--- config.mk ---
export PLATFORM = sky130hd
export DESIGN_NAME = mrisc_fetch_unit
export DESIGN_NICKNAME = d
export VERILOG_FILES = /design/src/rtl/mrisc_pkg.sv /design/src/rtl/mrisc_fetch_unit_fetch_queue.sv /design/src/rtl/mrisc_fetch_unit.sv
export SDC_FILE = /design/constraint.sdc
export NUM_CORES = 1
export LEC_CHECK = 0
export ABC_AREA = 0
export CORE_MARGIN = 1.5
export CORE_UTILIZATION = 50
export CTS_BUF_LIST = sky130_fd_sc_hd__clkbuf_4 sky130_fd_sc_hd__clkbuf_8
export CTS_CLUSTER_SIZE = 14
export DETAILED_ROUTE_END_ITERATION = 10
export PLACE_DENSITY_LB_ADDON = 0.3
export SYNTH_ARGS = -nofsm -noshare
export SYNTH_HDL_FRONTEND = slang
export SYNTH_SLANG_ARGS = --single-unit
--- constraint.sdc ---
create_clock -name clk_i -period 3.4 [get_ports clk_i]
set_input_delay 0.51 -clock clk_i [delete_from_list [all_inputs] [get_ports clk_i]]
set_output_delay 0.51 -clock clk_i [all_outputs]
set_load 0.1 [all_outputs]
--- src/rtl/mrisc_pkg.sv ---
// Shared types and constants for the KGP MiniRISC fetch path.
package mrisc_pkg;

  localparam int unsigned INSN_W = 32;
  localparam int unsigned PC_W   = 32;

  localparam logic [PC_W-1:0] RESET_PC_DEFAULT = 32'h0000_0000;

  typedef enum logic [1:0] {
    StIdle = 2'd0,
    StWait = 2'd1,
    StDrop = 2'd2
  } fetch_state_e;

  typedef struct packed {
    logic [PC_W-1:0]   pc;
    logic [INSN_W-1:0] word;
  } fetch_entry_t;

endpackage

--- src/rtl/mrisc_fetch_unit_fetch_queue.sv ---
// Small synchronous FIFO of {pc, word} pairs with single-cycle flush.
module fetch_queue
  import mrisc_pkg::*;
#(
  parameter int unsigned Depth = 2
) (
  input  logic                         clk_i,
  input  logic                         rst_ni,
  input  logic                         push_i,
  input  logic                         pop_i,
  input  logic                         flush_i,
  input  fetch_entry_t                 din_i,
  output fetch_entry_t                 dout_o,
  output logic [$clog2(Depth+1)-1:0]   count_o,
  output logic                         empty_o
);

  localparam int unsigned PtrW = (Depth > 1) ? $clog2(Depth) : 1;
  localparam int unsigned CntW = $clog2(Depth + 1);

  logic [PtrW-1:0] head_q, head_d, tail_q, tail_d;
  logic [CntW-1:0] count_q, count_d;
  fetch_entry_t    mem_q [Depth];
  logic            do_push, do_pop;

  assign empty_o = (count_q == '0);
  assign do_pop  = pop_i & ~empty_o;
  assign do_push = push_i & (count_q != CntW'(Depth));

  always_comb begin
    head_d  = head_q;
    tail_d  = tail_q;
    count_d = count_q;
    if (flush_i) begin
      head_d  = '0;
      tail_d  = '0;
      count_d = '0;
    end else begin
      if (do_push) tail_d = tail_q + PtrW'(1);
      if (do_pop)  head_d = head_q + PtrW'(1);
      if (do_push && !do_pop) begin
        count_d = count_q + CntW'(1);
      end else if (!do_push && do_pop) begin
        count_d = count_q - CntW'(1);
      end
    end
  end

  always_ff @(posedge clk_i or negedge rst_ni) begin
    if (!rst_ni) begin
      head_q  <= '0;
      tail_q  <= '0;
      count_q <= '0;
      for (int unsigned i = 0; i < Depth; i++) mem_q[i] <= '0;
    end else begin
      head_q  <= head_d;
      tail_q  <= tail_d;
      count_q <= count_d;
      if (do_push && !flush_i) mem_q[tail_q] <= din_i;
    end
  end

  assign dout_o  = mem_q[head_q];
  assign count_o = count_q;

endmodule

--- src/rtl/mrisc_fetch_unit.sv ---
// Instruction fetch stage: owns the PC, issues imem reads, buffers returned words.
module mrisc_fetch_unit
  import mrisc_pkg::*;
#(
  parameter logic [PC_W-1:0] RESET_PC = RESET_PC_DEFAULT,
  parameter int unsigned     QDEPTH   = 2
) (
  input  logic              clk_i,
  input  logic              rst_ni,
  output logic              imem_req_o,
  output logic [PC_W-1:0]   imem_addr_o,
  input  logic              imem_ack_i,
  input  logic [INSN_W-1:0] imem_rdata_i,
  input  logic              redirect_i,
  input  logic [PC_W-1:0]   redirect_pc_i,
  output logic              ins_valid_o,
  input  logic              ins_ready_i,
  output logic [INSN_W-1:0] ins_o,
  output logic [PC_W-1:0]   pc_out_o
);

  localparam int unsigned CntW = $clog2(QDEPTH + 1);
  localparam logic [CntW:0] QDepthW = (CntW + 1)'(QDEPTH);

  fetch_state_e    state_q, state_d;
  logic            req_q, req_d;
  logic [PC_W-1:0] addr_q, addr_d;
  logic [PC_W-1:0] fetch_pc_q, fetch_pc_d;
  logic [PC_W-1:0] redirect_pc_al;
  logic [PC_W-1:0] addr_next;

  logic            q_push, q_pop, q_flush, q_empty;
  logic [CntW-1:0] q_count;
  logic [CntW:0]   count_after;
  fetch_entry_t    q_din, q_dout;

  assign redirect_pc_al = redirect_pc_i & ~32'h3;
  assign addr_next      = addr_q + 32'd4;
  assign q_din          = '{pc: addr_q, word: imem_rdata_i};

  assign ins_valid_o = ~q_empty;
  assign q_pop       = ins_valid_o & ins_ready_i & ~redirect_i;
  assign count_after = {1'b0, q_count} + {{CntW{1'b0}}, q_push} - {{CntW{1'b0}}, q_pop};

  always_comb begin
    state_d    = state_q;
    req_d      = req_q;
    addr_d     = addr_q;
    fetch_pc_d = fetch_pc_q;
    q_push     = 1'b0;
    q_flush    = 1'b0;
    unique case (state_q)
      StIdle: begin
        // Nothing is in flight here, so the space test reduces to the queue count.
        if (redirect_i) begin
          q_flush    = 1'b1;
          fetch_pc_d = redirect_pc_al;
          req_d      = 1'b1;
          addr_d     = redirect_pc_al;
          state_d    = StWait;
        end else if ({1'b0, q_count} < QDepthW) begin
          req_d   = 1'b1;
          addr_d  = fetch_pc_q;
          state_d = StWait;
        end
      end
      StWait: begin
        if (redirect_i) begin
          q_flush    = 1'b1;
          fetch_pc_d = redirect_pc_al;
          if (imem_ack_i) begin
            addr_d = redirect_pc_al;
          end else begin
            state_d = StDrop;
          end
        end else if (imem_ack_i) begin
          q_push     = 1'b1;
          fetch_pc_d = addr_next;
          if (count_after < QDepthW) begin
            addr_d = addr_next;
          end else begin
            req_d   = 1'b0;
            state_d = StIdle;
          end
        end
      end
      StDrop: begin
        // The stale request must complete before the redirected stream starts.
        if (redirect_i) begin
          q_flush    = 1'b1;
          fetch_pc_d = redirect_pc_al;
        end
        if (imem_ack_i) begin
          req_d   = 1'b0;
          state_d = StIdle;
        end
      end
      default: begin
        req_d   = 1'b0;
        state_d = StIdle;
      end
    endcase
  end

  always_ff @(posedge clk_i or negedge rst_ni) begin
    if (!rst_ni) begin
      state_q    <= StIdle;
      req_q      <= 1'b0;
      addr_q     <= RESET_PC;
      fetch_pc_q <= RESET_PC;
    end else begin
      state_q    <= state_d;
      req_q      <= req_d;
      addr_q     <= addr_d;
      fetch_pc_q <= fetch_pc_d;
    end
  end

  fetch_queue #(
    .Depth (QDEPTH)
  ) u_fetch_queue (
    .clk_i   (clk_i),
    .rst_ni  (rst_ni),
    .push_i  (q_push),
    .pop_i   (q_pop),
    .flush_i (q_flush),
    .din_i   (q_din),
    .dout_o  (q_dout),
    .count_o (q_count),
    .empty_o (q_empty)
  );

  assign imem_req_o  = req_q;
  assign imem_addr_o = addr_q;
  assign ins_o       = q_dout.word;
  assign pc_out_o    = q_dout.pc;

endmodule

==> out/metrics.csv <==
stage,metric,value,unit
synthesis,Synth Net Count,964,
sta,Max Clock Freq,326,MHz
placement,cell count after placement,1281,
worst_hold_path,worst hold path class,in -> async,
clock_tree,number of gates resized after cts,0,
worst_setup_path,arrival time at the worst endpoint,3.45,ns
floorplan,die footprint,20800,sq um
detailed_routing,remaining design rule violation count,0,
synthesis,warning count from the yosys run,0,
worst_setup_path,Crit. End Element,flip-flop,
placement,placed standard-cell area,11700,sq um
worst_setup_path,combined buffer and inverter count along the critical path,2,
global_route,gr usage total,0.247,
sta,final worst path period need,3.07,ns
clock_tree,"CTS clk-pin slew, worst paths",0.12,ns
worst_setup_path,peak fanout along the critical path,10,
sta,RSZ-0062 raised after global routing,false,
cells_and_area,final cell count without fillers,1313,
power_and_ir_drop,part of the power in combinational logic,0.525,
clock_tree,Clock Tree Root,clkbuf_8,
global_route,GR Overflow Total,0,
synthesis,cell type with the largest total area after synthesis,dfrtp_1,
power_and_ir_drop,power spent charging and discharging nets,5.81,mW
clock_tree,CTS tree,built,
cells_and_area,count of inserted antenna diode cells,0,
cells_and_area,NumNets Final,1107,
synthesis,post-synthesis instance area,10000,sq um
clock_tree,post-CTS setup-driven buffer insertion count,0,
synthesis,number of synthesized flops with an enable pin,0,
synthesis,cell types with the largest area share after synthesis,"dfrtp_1 (50%), mux2_2 (21%), o21ai_0 (3.5%)",
sta,post-route fraction of the period consumed by the critical path,0.903,
detailed_routing,drt initial violations,535,
worst_setup_path,delay of the slowest critical-path stage,0.53,ns
sta,worst slew slack as a fraction of its limit,0.348,
clock_tree,clock latency on the worst-skew pair,0.48,ns
synthesis,post-synthesis cell type count,62,
global_route,largest net degree at the start of global routing,84,
floorplan,initial core utilization,0.512,
floorplan,Top Ports,167,
clock_tree,total number of clock tree sinks,199,
synthesis,portion of synthesized cell area occupied by the leading cell type,0.498,
job,Max Cap Viol,0,
floorplan,Core Box Area,19500,sq um
synthesis,most used flip-flop cell after synthesis,dfrtp_1,
cells_and_area,Layout Area Growth over Synthesis,21.5,%
clock_tree,number of levels the H-tree was split into,4,
worst_setup_path,Crit Path Class,reg -> reg,
power_and_ir_drop,net switching fraction of the power,0.518,
synthesis,library cell with the highest instance count after synthesis,dfrtp_1,
clock_tree,cts hold-fix bufs,0,
clock_tree,clock buffer count from CTS,17,
placement,global placer's final weighted congestion,0.905,
detailed_routing,routed via count divided by cell count,5.84,
synthesis,Gate Count Post-Synth,892,
cells_and_area,area of all placed cells without fillers,12100,sq um
synthesis,cell types with the highest counts after synthesis,"dfrtp_1 (199), mux2_2 (186), o21ai_0 (69)",
global_route,first-pass GRT wire length,40.0,mm
floorplan,Die Height,144,um
worst_setup_path,Setup crit start kind,flip-flop,
cells_and_area,final core occ,0.622,
detailed_routing,total length of routed wires,24.7,mm
synthesis,"Seq/Total Area, Yosys",0.498,
placement,number of buffers inserted by port buffering,164,
sta,measured slew at the worst slew-check pin,0.975,ns
power_and_ir_drop,internal portion of total power,5.40,mW
worst_setup_path,CP top delay family,adder cells,
detailed_routing,via count of the routed design,7668,
detailed_routing,number of search-and-repair iterations in the first detailed-routing pass,5,
power_and_ir_drop,leakage power of the design,5.20,nW
sta,number of hold violations in the final report,0,
global_route,number of antenna violations at the first check in global routing,0,
power_and_ir_drop,clock share of power,0.137,
floorplan,row count,51,
power_and_ir_drop,power density over cell area,924,nW/um^2
sta,Final setup violation count,0,
synthesis,post-synthesis area per instance,11.2,sq um
power_and_ir_drop,relative contribution of sequential cells to total power,0.338,
placement,placed wire-length estimate,16.9,mm
detailed_routing,drt wl/cell,18.8,um
worst_setup_path,cell-by-cell trace of the critical path,"or2_4, nand2_1, inv_1, ha_1, or2_2, fa_1, nand2_1, o21ai_0, o21a_1, buf_4, o21ai_0, a22o_1",
sta,final number of max-transition violations,0,
worst_setup_path,Worst Path Required,3.78,ns
global_route,vias in the first global route,7567,
floorplan,die extent in x,144,um
power_and_ir_drop,Max rail drop VDD,0.732,mV
sta,clk_skew,0.0175,ns
detailed_routing,residual antenna-violating net count after detailed routing,0,
worst_setup_path,cell with the largest stage delay on the worst path,fa_1,
status,result of the run,finished clean,
synthesis,post-synthesis async set-or-reset flop share,1.00,
clock_tree,maximum clock path buffer count,2,
synthesis,number of synthesized register bits,199,
cells_and_area,fraction of layout cells with a size suffix above 1,0.344,
-- path summary, 6_finish.rpt --
check	startpoint	end	slack (ns)	cells past startpoint
max in group asynchronous	rst_ni	imem_addr_o[31]	2.52	2
worst max-delay path	u_fetch_queue.count_o[0]	imem_addr_o[17]	0.33	12
worst min register to register	fetch_pc_q[10]	fetch_pc_q[10]	0.49	2
worst min-delay path	rst_ni	u_fetch_queue.mem_q[37]	0.05	1
min in group clk_i	redirect_i	u_fetch_queue.head_q	0.40	4
worst max register to register	u_fetch_queue.count_o[0]	imem_addr_o[17]	0.33	12
-- placed cells by master, fill, tap and decap left out, types with 7 or more instances in the layout --
| master | instances |
|---|---|
| dfrtp_1 | 198 |
| mux2_2 | 186 |
| buf_4 | 118 |
| o21ai_0 | 69 |
| clkdlybuf4s50_1 | 68 |
| nand2_1 | 67 |
| a21oi_1 | 42 |
| nor2_1 | 41 |
| xnor2_1 | 18 |
| clkbuf_8 | 18 |
| a32oi_1 | 17 |
| nand3_1 | 15 |
| nand4_1 | 13 |
| inv_1 | 13 |
| and3_1 | 13 |
| a31oi_1 | 10 |
| xor2_1 | 8 |
| o22a_1 | 8 |
| o22ai_1 | 8 |
| nand2b_1 | 7 |
-- metrics by stage --
| stage | setup WS, ns | TNS, ns | total power, mW | hold WS [ns] |
|---|---|---|---|---|
| detailed placement | -0.114 | -0.938 | 9.74 | 0.472 |
| finish | 0.331 | 0 | 11.2 | 0.0511 |
| global route | 0.135 | 0 | 11.7 | 0.0954 |
| global placement | -0.0734 | -0.247 | 9.63 | 0.458 |
| CTS | 0.328 | 0 | 11.3 | 0.0722 |
| floorplan | 0.0618 | 0 | 8.47 | 0.214 |
-- worst register-to-register path, delay by kind of cell (launching register included) --
| kind | cells | cell delay [ns] |
|---|---|---|
| adder cells (fa/ha/maj) | 2 | 0.78 |
| flip-flops | 1 | 0.44 |
| AND/OR/NAND/NOR | 4 | 0.74 |
| AO/OA/AOI/OAI | 4 | 0.79 |
| buffers and inverters | 2 | 0.24 |
-- registers in the layout, summed over array words and instances (netlist names) --
name and flops:
u_fetch_queue.count_o 2, u_fetch_queue.mem_q 128, u_fetch_queue.tail_q 1, fetch_pc_q 32
imem_req_o 1, state_q 2, imem_addr_o 32, u_fetch_queue.head_q 1
-- layer usage --
metal / wire length [um] / part of all wire / global-route usage / vias up
li1: - / - / - / 3534
met1: 11000 / 0.44 / 0.339 / 3809
met2: 11600 / 0.47 / 0.394 / 280
met3: 1570 / 0.064 / 0.0411 / 45
met4: 571 / 0.023 / 0.0893 / 0
met5: 0 / 0 / 0 / -
-- kinds of logic (layout without fill, tap and decap cells) --
group,Yosys count,in the layout,share of synthesized area
compound gates,205,205,0.131
xor+xnor,26,26,0.0228
fa+ha+maj,3,3,0.00451
buf+inv,83,239,0.0367
flops,199,199,0.498
mux,187,187,0.211
simple gates,189,189,0.0961
-- power groups by stage --
stage                     registers [mW]  clock network, mW  logic (mW)
after global routing                3.91               1.67        6.15
after CTS                           3.79               1.57        5.92
after global placement              3.78                  0        5.84
final                               3.79               1.54        5.88
after floorplan                     4.27                  0        4.20
after detailed placement            3.83                  0        5.90
-- final cells by class --
type                    instances  area (sq um)
multi-input cells             610          4670
flip-flops and latches        199          4980
fillers                      1639          7380
clock buffers                  17           234
clock inverters                15           174
inverters                      13          48.8
well taps                     265           332
repair buffers                194          1710
(Power assumes the default switching activity.)
